[src/rtl/mux_tdm4_pkg.sv]
// -----------------------------------------------------------------------------
// mux_tdm4_pkg
// Shared constants and types for the four-channel TDM multiplexer.
//   NCH   : number of input channels
//   SELW  : width of a channel index / output select
//   occ_t : output-register occupancy (EMPTY, FULL)
// -----------------------------------------------------------------------------
package mux_tdm4_pkg;

  localparam int NCH  = 4;
  localparam int SELW = 2;

  typedef enum logic {
    EMPTY = 1'b0,
    FULL  = 1'b1
  } occ_t;

endpackage : mux_tdm4_pkg

[src/rtl/mux_tdm4_rr_pick4.sv]
// -----------------------------------------------------------------------------
// rr_pick4
// Purely combinational 4-way rotating-priority picker. Searches the request
// vector starting at the pointer and wrapping modulo 4; the first requester
// found wins.
// Ports:
//   req  [3:0] in  : per-channel request
//   ptr  [1:0] in  : channel with highest priority this cycle
//   gnt  [3:0] out : one-hot grant (all zero when nothing requests)
//   idx  [1:0] out : index of the granted channel (0 when no grant)
//   any        out : a grant was made
// -----------------------------------------------------------------------------
module rr_pick4
  import mux_tdm4_pkg::*;
(
  input  logic [NCH-1:0]  req,
  input  logic [SELW-1:0] ptr,
  output logic [NCH-1:0]  gnt,
  output logic [SELW-1:0] idx,
  output logic            any
);

  logic [SELW-1:0] cand;

  // NOTE: every output of a combinational block gets a default before any
  // conditional assignment, otherwise unassigned paths infer latches.
  always_comb begin
    gnt  = '0;
    idx  = '0;
    any  = 1'b0;
    cand = '0;
    for (int i = 0; i < NCH; i++) begin
      // 2-bit addition wraps naturally, giving the mod-4 search order.
      cand = ptr + SELW'(i);
      if (!any && req[cand]) begin
        gnt[cand] = 1'b1;
        idx       = cand;
        any       = 1'b1;
      end
    end
  end

endmodule : rr_pick4

[src/rtl/mux_tdm4.sv]
// -----------------------------------------------------------------------------
// mux_tdm4
// Four-channel time-division multiplexer. Accepts words from four producers
// over valid/ready, arbitrates round-robin and emits one registered word per
// cycle tagged with its channel index (drives the demux select downstream).
//
// Build option:
//   MUX_TDM4_FIXED_PRI_EN : when defined, the rotating pointer is removed and
//                           channel 0 always has highest priority (0,1,2,3).
//
// Ports:
//   clk              in  : clock, rising edge
//   rst_n            in  : asynchronous active-low reset
//   in_data  [4W-1:0] in : channel k word at [k*W +: W]
//   in_valid [3:0]   in  : per-channel word available
//   in_ready [3:0]   out : per-channel word accepted this cycle (<= 1 bit set)
//   out_data [W-1:0] out : registered output word
//   out_sel  [1:0]   out : channel index of out_data
//   out_valid        out : output register holds a word
//   out_ready        in  : downstream accepts the output word
// -----------------------------------------------------------------------------
module mux_tdm4
  import mux_tdm4_pkg::*;
#(
  parameter int W = 1
) (
  input  logic             clk,
  input  logic             rst_n,
  input  logic [NCH*W-1:0] in_data,
  input  logic [NCH-1:0]   in_valid,
  output logic [NCH-1:0]   in_ready,
  output logic [W-1:0]     out_data,
  output logic [SELW-1:0]  out_sel,
  output logic             out_valid,
  input  logic             out_ready
);

  occ_t            state;
  logic            load_en;
  logic            xfer;
  logic [NCH-1:0]  pick_gnt;
  logic [SELW-1:0] pick_idx;
  logic            pick_any;
  logic [SELW-1:0] pick_ptr;

  assign out_valid = (state == FULL);

  // The register can take a new word when empty, or when its current word
  // leaves on this same edge (back-to-back drain and load).
  assign load_en = (state == EMPTY) | (out_valid & out_ready);
  assign xfer    = load_en & pick_any;

  // rst_n gating keeps every ready low for the whole reset window, even if
  // producers are already presenting data.
  assign in_ready = (load_en && rst_n) ? pick_gnt : '0;

  rr_pick4 u_pick (
    .req (in_valid),
    .ptr (pick_ptr),
    .gnt (pick_gnt),
    .idx (pick_idx),
    .any (pick_any)
  );

`ifdef MUX_TDM4_FIXED_PRI_EN
  assign pick_ptr = '0;
`else
  logic [SELW-1:0] ptr;

  // Pointer moves past the winner only on an actual transfer, so a channel
  // that was just served drops to lowest priority.
  always_ff @(posedge clk or negedge rst_n) begin
    if (!rst_n) begin
      ptr <= '0;
    end else if (xfer) begin
      ptr <= pick_idx + SELW'(1);
    end
  end

  assign pick_ptr = ptr;
`endif

  // NOTE: sequential state uses non-blocking assignments so every register
  // samples pre-edge values regardless of evaluation order.
  // NOTE: the data register is reset too (not just the occupancy flag) so the
  // output line shows a defined 0 after reset rather than stale contents.
  always_ff @(posedge clk or negedge rst_n) begin
    if (!rst_n) begin
      state    <= EMPTY;
      out_data <= '0;
      out_sel  <= '0;
    end else if (xfer) begin
      state    <= FULL;
      out_data <= in_data[pick_idx*W +: W];
      out_sel  <= pick_idx;
    end else if (out_valid && out_ready) begin
      // Drained with nothing to replace it; data/select hold last values.
      state <= EMPTY;
    end
  end

endmodule : mux_tdm4

[config.mk]
export PLATFORM = sky130hd
export DESIGN_NAME = mux_tdm4
export DESIGN_NICKNAME = d
export VERILOG_FILES = /design/src/rtl/mux_tdm4_pkg.sv /design/src/rtl/mux_tdm4_rr_pick4.sv /design/src/rtl/mux_tdm4.sv
export SDC_FILE = /design/constraint.sdc
export NUM_CORES = 1
export LEC_CHECK = 0
export CORE_MARGIN = 2
export CORE_UTILIZATION = 42
export CTS_BUF_LIST = sky130_fd_sc_hd__clkbuf_16
export DETAILED_ROUTE_END_ITERATION = 10
export DONT_BUFFER_PORTS = 1
export PLACE_DENSITY = 0.61
export SYNTH_ARGS = -nofsm -noshare
export SYNTH_HDL_FRONTEND = slang
export SYNTH_SLANG_ARGS = --single-unit
export TNS_END_PERCENT = 100
[constraint.sdc]
create_clock -name clk -period 6.6 [get_ports clk]
set_clock_uncertainty 0.15 [all_clocks]
set_input_delay 1.32 -clock clk [delete_from_list [all_inputs] [get_ports clk]]
set_output_delay 1.32 -clock clk [all_outputs]
set_load 0.02 [all_outputs]
After elaboration in Yosys (flattened, before gate mapping)
Index checks and enable logic that the tools add are counted.
{ "word_totals": {"ff_bits": 6, "output_inout_bits": 8, "elab_cells": 68} }
{ "op_classes": {"addsub": 4, "magnitude_cmp": 8, "shifts": 1, "n_mux": 31, "bitwise_logic": 7, "n_reduce_logical": 13} }
{ "op_table": {"columns": ["operator", "n"], "rows": [
  ["$mux 4", 5],
  ["$mux 1", 14],
  ["$lt 2x3->1 const B", 4],
  ["$or 4x4->4", 3],
  ["$logic_and 1x1->1", 9],
  ["$bmux 1 s2", 4],
  ["$demux 1 s2", 4],
  ["$ge 2x1->1 const B", 4],
  ["$mux 2", 4],
  ["$add 2x1->2 const B", 2],
  ["$add 2x2->2 const B", 2],
  ["$shiftx 4x3->1", 1],
  ["$logic_not 1->1", 3],
  ["$and 1x1->1", 2],
  ["$reduce_bool 2->1", 1],
  ["$not 1->1", 1],
  ["$or 1x1->1", 1]
]} }

Depth between registers and ports, before layout
Gate-level depths: netlist of the first run.
{ "logic_depth": {"depth_word": 14, "mapped_depth": 11, "depth_no_buf": 8} }

Modules after synthesis
From an unflattened synthesis of the first run, not the netlist that was laid out.
{ "hier_totals": {"hier_cells": 66, "hier_area_um2": 703.2} }
{ "modules_own_cells": {"columns": ["mod", "n_inst", "cells_each", "area_each_um2"], "rows": [
  ["rr_pick4", 1, 45, 421.7],
  ["mux_tdm4", 1, 21, 281.5]
]} }

Worst setup path after synthesis of the first run
Ideal clock, no wire load.
{ "synth_timing": {"path_type": "register to output", "from": "register ptr[0] (netlist: pick_ptr[0])", "to": "output port in_ready[0]", "t_arrival_ns": 2.920, "setup_slack_ns": 2.210, "path_stages_with_launch": 10, "path_buffers": 2, "path_cell_list": "dfrtp_1 > buf_6 > clkbuf_1 > clkinv_1 > ha_1 > mux4_2 > or3_4 > nor2_8 > a221oi_1 > nor2_1"} }
{ "synth_via": {"elab_chain_cells": 13, "word_cells_on_any_way": 48, "cone_classes": "3 x add/sub; 8 x order compare; 24 x mux; 3 x bitwise; 10 x reduce/logical"} }
{ "synth_lines": {"columns": ["element", "line", "text"], "rows": [
  ["start, declared", "mux_tdm4.sv:68", "logic [SELW-1:0] ptr;"],
  ["start signal, assigned", "mux_tdm4.sv:76", "ptr <= pick_idx + SELW'(1);"],
  ["branches (longest 11 deep; another with $lt 2x3->1)", null, null],
  ["$mux 4 (*)", "mux_tdm4_rr_pick4.sv:35", "if (!any && req[cand]) begin"],
  ["$mux 4 (*)", "mux_tdm4.sv:55", "assign in_ready = (load_en && rst_n) ? pick_gnt : '0;"],
  ["end, declared", "mux_tdm4.sv:31", "output logic [NCH-1:0] in_ready,"]
]} }
Mark *: on every way between the ends. The select of a mux whose other input is x is not followed.

Worst setup path in the final report of the first run
{ "layout_timing": {"from": "register ptr[0] (netlist: pick_ptr[0])", "to": "output port in_ready[1]"} }
The elaborated chain is that of the path after synthesis.

==> impl_metrics.csv, run 1 <==
group,metric,value,unit
sta,final-setup-viol-count,0,
pwr,power_density,604.1,nW/µm²
clock_tree,clock_sinks,6,
final_layout,num_antenna_cells,0,
synth,synth_ff_type,"dfrtp_1",
sta,period_minus_slack,4.982,ns
place,routabilityCongestion,0.8186,
floorplan,start_util,0.4368,
routing,drc,0,
routing,dr_total_vias,700,
floorplan,fp.dieH,48.71,µm
setup_path,crit_type,"reg -> out",
routing,drtIter0Drc,19,
sta,worst_pin_slew,0.6998,ns
sta,tns,0,ns
routing,wirelength,1840,µm
setup_path,rr_worst_depth,8,
sta,clock.fmax,200.7,MHz
synth,syn_inst,96,
synth,async_flop_share,1.000,
synth,synth_area,839.6,µm²
synth,muxShareOfSynthArea,0.1699,
synth,yosysWarnings,0,
final_layout,area_growth,8.793,%
sta,maxSlewViolCount,0,
global_route,grt_pass1_wl,2946,µm
setup_path,required,5.13,ns
clock_tree,tritoncts,"built",
final_layout,nFillCells,197,
clock_tree,path_clk_slew,0.03,ns
outcome,status,"finished clean",
final_layout,final_cell_mix,"15 x nor2_1, 8 x nand2_1, 7 x ha_1",
hold_path,worstHoldStart,"out_sel[0]",
synth,synth_xor_area_frac,0.02086,
global_route,grt-ovfl-total,0,
synth,synth_area_per_cell,8.745,µm²
floorplan,dieArea,2373,µm²
setup_path,rr_endpoint,"pick_ptr[1]",
hold_path,hold_class,"reg -> reg",
sta,rsz0062_at_grt,"no",
hold_path,hold_end,"out_sel[0]",
final_layout,layout.nets,113,
setup_path,critPathArrivalTime,3.51,ns
routing,dr.pass1.iters,4,
synth,synth_cell_types,36,
global_route,grt_max_degree,20,
floorplan,die_w,48.71,µm
pwr,power_leakage,0.3816,nW
synth,synth_top_family_by_area,"compound AO/OA/AOI/OAI gates",
setup_path,rrSetupSlack,2.91,ns
routing,final_antenna_net_count,0,
global_route,grt_pass1_vias,605,
clock_tree,cts_setup_buffers,0,
floorplan,core_area,1922,µm²
clock_tree,cts_hold_buf,0,
synth,synth_compound_area_frac,0.2370,
clock_tree,cts_root_buffer,"clkbuf_16",
global_route,antenna_found_initial,0,
sta,relSlewSlack,0.5335,
clock_tree,cts_buffers,3,
clock_tree,cts_resized,0,
sta,hold_viol_final,0,
synth,synth-edff-count,0,
pwr,peakVddDrop,0.3258,mV
clock_tree,htreeDepth,1,
floorplan,pin_count,19,
synth,synth_fp_nets,114,
setup_path,r2r_start,"pick_ptr[0]",
clock_tree,clk-insertion-delay-late,0.23,ns
pwr,power,551.7,µW
synth,synthSimpleGateAreaFrac,0.2206,
setup_path,crit_fanout,19,
clock_tree,clockBufferDepth,2,
hold_path,whs_path_depth,2,
floorplan,row_count,16,
sta,finalCritPeriodShare,0.7549,
routing,post_drt_wl_per_cell,15.33,µm
final_layout,final_common_cell,"nor2_1",
setup_path,cp-end-kind,"primary output",
synth,synthAdderAreaFrac,0.1043,
job,cap_violations,0,
final_layout,drive_above_1_share,0.1613,
synth,ys_ff_latch,6,
place,dp_hpwl,1369,µm
setup_path,startpoint_type,"register",
synth,ys_seq_area_frac,0.1788,
global_route,grt_use_total,0.1607,
routing,routed_via_density,5.833,
sta,timing.hold.ws,0.4824,ns
place,portBuffers,0,
## cell usage after synthesis, types with 2 or more instances
master / instances / area [µm²]
nor3_1: 4 / 20.02
mux2i_1: 3 / 30.03
a221oi_1: 5 / 43.79
a22oi_1: 4 / 30.03
clkbuf_1: 3 / 11.26
nor2_1: 15 / 56.30
ha_1: 7 / 87.58
o2bb2ai_1: 2 / 17.52
nor2b_1: 2 / 12.51
dfrtp_1: 6 / 150.1
nand3_1: 2 / 10.01
mux4_2: 4 / 90.09
mux2_2: 2 / 22.52
inv_1: 5 / 18.77
xnor2_1: 2 / 17.52
nand2_1: 8 / 30.03
a21oi_1: 3 / 15.01
## where the power goes
group          total [mW]  internal, mW  switching, mW  leakage [nW]
Sequential          0.105        0.0543         0.0508        0.0688
Combinational       0.347         0.151          0.196         0.276
Clock              0.0999        0.0779         0.0220        0.0370
## area by class of cell
cell class / count / area, µm² / area share
inverter: 6 / 22.52 / 0.02466
multi-input combinational: 78 / 631.9 / 0.6918
sequential: 6 / 150.1 / 0.1644
clock buffer: 3 / 75.07 / 0.08219
tap: 27 / 33.78 / 0.03699
## metrics by stage
stage / utilization / std cells / setup slack, ns / instance area (µm²)
floorplan: - / 96 / 2.210 / 839.6
global placement: 0.4362 / 117 / 1.970 / 838.3
detailed placement: 0.4362 / 117 / 1.880 / 838.3
CTS: 0.4753 / 120 / 1.629 / 913.4
global route: 0.4753 / 120 / 1.311 / 913.4
finish: 0.4753 / 120 / 1.618 / 913.4
## metal layers
metal | routed length [µm] | global-route usage | share of wire
met3 | 113 | 0.07099 | 0.061
met4 | 13 | 0.04286 | 0.0071
met5 | 0 | 0 | 0
met1 | 893 | 0.2270 | 0.49
met2 | 819 | 0.2215 | 0.45
## how the worst max path moves through the flow
stage	startpoint	end	slack [ns]	cells after the start
after floorplan	pick_ptr[0]	in_ready[0]	2.21	9
final	pick_ptr[0]	in_ready[1]	1.62	8
after global placement	pick_ptr[0]	in_ready[2]	1.97	8
after detailed placement	pick_ptr[0]	in_ready[1]	1.88	8
after global routing	pick_ptr[0]	in_ready[0]	1.31	8
after CTS	pick_ptr[0]	in_ready[1]	1.63	8
## state kept, by name (all words and copies together), names as in the netlist
register,count
pick_ptr,2
out_sel,2
out_valid,1
out_data,1
## worst max-delay path, stage by stage (launching register included)
cell and delay, ns:
dfrtp_1 0.78, clkinv_1 0.47, ha_1 0.52, mux4_2 0.42, nor2b_1 0.46, a22oi_1 0.13
nor2_1 0.12, a221oi_1 0.05, nor2_1 0.32
## cell families after synthesis
logic type                 Yosys count
DFF                                  6
buffers and inverters               12
and+or+nand+nor                     36
AOI/OAI and AO/OA                   24
xor gates and xnor gates             2
muxes                                9
adders and majority gates            7
No activity file was read; power rests on OpenSTA's default activity.
==> run 2, diff against run 1 <==
- PLACE_DENSITY: 0.61 -> 0.64
- clock period: 6.6 -> 4.55 ns (I/O delays scaled with it)
==> run 2 against run 1 <==
  * Via count up 5.3%
  * Highest routed layer unchanged
  * Die area unchanged
  * Final cell count up 0.83%
  * Critical endpoint is now in_ready[3]
  * Largest power group unchanged
==> impl_metrics.csv, run 2 (synthesized netlist as in run 1, its figures left out) <==
group,metric,value,unit
final_layout,drive_above_1_share,0.1702,
sta,finalCritPeriodShare,0.8630,
pwr,power_density,868.3,nW/µm²
final_layout,layout.nets,114,
floorplan,pin_count,19,
floorplan,core_area,1922,µm²
global_route,grt_pass1_vias,729,
clock_tree,cts_setup_buffers,0,
routing,routed_via_density,6.091,
final_layout,fin_area,920.9,µm²
place,routabilityCongestion,0.8283,
setup_path,r2r_start,"pick_ptr[1]",
routing,dr_total_vias,737,
job,cap_violations,0,
clock_tree,htreeDepth,1,
final_layout,stdcell_count,121,
floorplan,dieArea,2373,µm²
setup_path,required,3.49,ns
setup_path,critPathArrivalTime,2.87,ns
clock_tree,cts_hold_buf,0,
routing,wirelength,1830,µm
sta,timing.hold.ws,0.2306,ns
sta,final-setup-viol-count,0,
setup_path,rr_endpoint,"pick_ptr[1]",
final_layout,area_growth,9.687,%
setup_path,crit_type,"reg -> out",
sta,setup_ws,0.6234,ns
setup_path,cp-end-kind,"primary output",
sta,hold_viol_final,0,
place,dp_hpwl,1373,µm
clock_tree,path_clk_slew,0.03,ns
floorplan,fp.dieH,48.71,µm
place,portBuffers,0,
setup_path,crit_fanout,10,
global_route,grt_max_degree,19,
global_route,grt-ovfl-total,0,
clock_tree,clockBufferDepth,2,
pwr,peakVddDrop,0.3685,mV
sta,period_minus_slack,3.927,ns
sta,rsz0062_at_grt,"no",
global_route,grt_pass1_wl,3201,µm
floorplan,start_util,0.4368,
global_route,antenna_found_initial,0,
sta,relSlewSlack,0.6289,
routing,post_drt_wl_per_cell,15.12,µm
clock_tree,cts_buffers,3,
sta,clock.fmax,254.7,MHz
final_layout,num_antenna_cells,0,
final_layout,final_cell_mix,"15 x nor2_1, 8 x nand2_1, 7 x ha_1",
hold_path,hold_class,"in -> async",
clock_tree,clock_sinks,6,
floorplan,die_w,48.71,µm
routing,drtIter0Drc,24,
clock_tree,cts_resized,0,
place,dp.cells,118,
routing,drc,0,
setup_path,rrSetupSlack,1.55,ns
place,place_ws,0.8676,ns
clock_tree,cts_root_buffer,"clkbuf_16",
place,postPlaceCellArea,845.8,µm²
global_route,grt_use_total,0.1681,
routing,dr.pass1.iters,4,
sta,worst_pin_slew,0.5555,ns
outcome,status,"finished clean",
pwr,power,799.6,µW
pwr,power_leakage,0.3865,nW
setup_path,rr_worst_depth,8,
clock_tree,clk-insertion-delay-late,0.22,ns
routing,final_antenna_net_count,0,
sta,maxSlewViolCount,0,
final_layout,fin_util,0.4792,
floorplan,row_count,16,
clock_tree,tritoncts,"built",
setup_path,startpoint_type,"register",
final_layout,final_common_cell,"nor2_1",
sta,tns,0,ns
-- run 2: cell types whose count changed in the layout (fill, tap and decap cells not counted) --
cell,previous run,this run
buf_4,0,1
-- run 2: per-layer routing --
metal,GRT usage,up-vias,share of wire
li1,-,352,-
met1,0.2318,361,0.47
met2,0.2626,22,0.46
met3,0.03704,2,0.056
met4,0.05238,0,0.011
met5,0,-,0
-- run 2: layout make-up --
cell class | instances | area, µm²
fill | 193 | 1001
multi-input combinational | 78 | 631.9
sequential | 6 | 150.1
clock buffer | 3 | 75.07
tap | 27 | 33.78
inverter | 6 | 22.52
timing repair buffer | 1 | 7.507
-- run 2: power breakdown --
part | total [mW] | internal (mW) | switching, mW
logic | 0.533 | 0.223 | 0.309
clock network | 0.141 | 0.113 | 0.0286
registers | 0.126 | 0.0793 | 0.0463
total | 0.800 | 0.415 | 0.384
-- run 2: worst max path at each step --
| stage | slack, ns | startpoint | to | depth (start not counted) |
|---|---|---|---|---|
| after floorplan | 0.57 | pick_ptr[0] | in_ready[0] | 9 |
| after global placement | 0.98 | pick_ptr[0] | in_ready[1] | 8 |
| after detailed placement | 0.87 | pick_ptr[1] | in_ready[1] | 8 |
| after CTS | 0.62 | pick_ptr[0] | in_ready[1] | 8 |
| after global routing | 0.32 | pick_ptr[0] | in_ready[2] | 8 |
| final | 0.62 | pick_ptr[1] | in_ready[3] | 8 |
-- run 2: worst max-delay path: stages, from the launching register on --
cell and delay, ns:
dfrtp_1 0.55, inv_1 0.14, ha_1 0.40, mux4_2 0.42, nor2b_1 0.49, a22oi_1 0.14
nor2_1 0.13, a221oi_1 0.06, nor2_1 0.32
==> run 3, diff against run 2 <==
- CORE_UTILIZATION: 42 -> 55
- PLACE_DENSITY: 0.64 -> 0.73
==> run 3 against run 2 <==
  * Global-route usage is 5.3 points higher
  * Via count fell by 1.8%
  * Final cell count shrank 9.1%
  * Hold slack worse by 0.0020 ns
  * Non-clock buffer count is the same
  * Critical endpoint is now in_ready[0]
  * Largest cell class unchanged
  * Highest routed layer is now met3
==> impl_metrics.csv, run 3 (synthesized netlist as in run 1, its figures left out) <==
group,metric,value,unit
routing,post_drt_wl_per_cell,16.25,µm
setup_path,startpoint_type,"register",
pwr,power,801.2,µW
final_layout,fin_util,0.6165,
final_layout,final_common_cell,"nor2_1",
clock_tree,cts_resized,0,
floorplan,row_count,14,
sta,finalCritPeriodShare,0.8638,
final_layout,layout.nets,114,
pwr,peakVddDrop,0.5488,mV
routing,drc,0,
setup_path,crit_fanout,10,
clock_tree,clockBufferDepth,2,
floorplan,fp.dieH,43.07,µm
sta,worst_pin_slew,0.5448,ns
pwr,power_leakage,0.3865,nW
place,dp.cells,107,
setup_path,crit_type,"reg -> out",
place,dp_hpwl,1377,µm
clock_tree,htreeDepth,1,
final_layout,stdcell_count,110,
final_layout,multi_input_area,631.9,µm²
floorplan,core_area,1471,µm²
setup_path,worst-path-buf-inv,1,
sta,period_minus_slack,3.930,ns
hold_path,hold_class,"in -> async",
setup_path,slowest_delay,0.55,ns
final_layout,area_growth,8.048,%
global_route,grt-ovfl-total,0,
sta,clock.fmax,254.4,MHz
sta,timing.hold.ws,0.2286,ns
floorplan,dieArea,1855,µm²
sta,maxSlewViolCount,0,
place,routabilityCongestion,0.8325,
floorplan,start_util,0.5706,
sta,setup_ws,0.6197,ns
place,portBuffers,0,
final_layout,fin_area,907.1,µm²
global_route,grt_pass1_vias,699,
final_layout,final_cell_mix,"15 x nor2_1, 8 x nand2_1, 7 x ha_1",
clock_tree,tritoncts,"built",
sta,relSlewSlack,0.6361,
global_route,grt_pass1_wl,3105,µm
setup_path,cpMaxStageDelayCell,"dfrtp_1",
routing,dr_total_vias,724,
sta,hold_viol_final,0,
sta,final-setup-viol-count,0,
final_layout,nFillCells,137,
final_layout,num_antenna_cells,0,
clock_tree,cts_setup_buffers,0,
final_layout,regArea,150.1,µm²
setup_path,cp_cell_sequence,"inv_1, ha_1, mux4_2, nor2b_1, a22oi_1, nor2_1, a221oi_1, nor2_1",
clock_tree,cts_hold_buf,0,
sta,tns,0,ns
clock_tree,cts_root_buffer,"clkbuf_16",
routing,dr.pass1.iters,4,
global_route,grt_use_total,0.2213,
place,postPlaceCellArea,832.0,µm²
final_layout,drive_above_1_share,0.1702,
floorplan,pin_count,19,
clock_tree,cts_buffers,3,
global_route,antenna_found_initial,0,
routing,final_antenna_net_count,0,
setup_path,required,3.49,ns
pwr,power_density,883.2,nW/µm²
job,cap_violations,0,
global_route,grt_max_degree,19,
routing,routed_via_density,6.582,
floorplan,die_w,43.07,µm
sta,rsz0062_at_grt,"no",
setup_path,critPathArrivalTime,2.87,ns
clock_tree,path_clk_slew,0.03,ns
setup_path,cp-end-kind,"primary output",
routing,wirelength,1788,µm
outcome,status,"finished clean",
routing,drtIter0Drc,13,
setup_path,critPathTopFamily,"simple AND/OR/NAND/NOR gates",
clock_tree,clock_sinks,6,
place,place_ws,0.8496,ns
clock_tree,clk-insertion-delay-late,0.23,ns
setup_path,crit_top_cell,"nor2_1",
-- run 3: cell counts in the layout (fill, tap and decap cells not counted) --
Identical to the previous run, type by type.
-- run 3: path summary, 6_finish.rpt --
kind                             startpoint          end  slack, ns  cells after the start
worst max-delay path            pick_ptr[1]  in_ready[0]       0.62                      8
worst min-delay path                  rst_n  pick_ptr[0]       0.23                      0
worst max register to register  pick_ptr[1]     out_data       1.53                      8
worst min register to register   out_sel[0]   out_sel[0]       0.46                      2
max in group asynchronous             rst_n   out_sel[1]       3.95                      0
min in group clk                 out_sel[0]   out_sel[0]       0.46                      2
-- run 3: area by class of cell --
type	count	area share
clock buffers	3	0.08276
inverters	6	0.02483
multi-input cells	78	0.6966
flip-flops and latches	6	0.1655
well taps	16	0.02207
repair buffers	1	0.008276
-- run 3: power breakdown --
| group | internal (mW) | switching (mW) |
|---|---|---|
| Combinational | 0.223 | 0.312 |
| Sequential | 0.0794 | 0.0460 |
| Clock | 0.113 | 0.0282 |
-- run 3: per-layer routing --
layer	part of all wire	GRT usage	routed length, µm	vias to the layer above
met4	0	0.01818	0	0
li1	-	-	-	352
met5	0	0	0	-
met2	0.52	0.3848	922	15
met1	0.44	0.2834	790	357
met3	0.042	0.06383	75	0
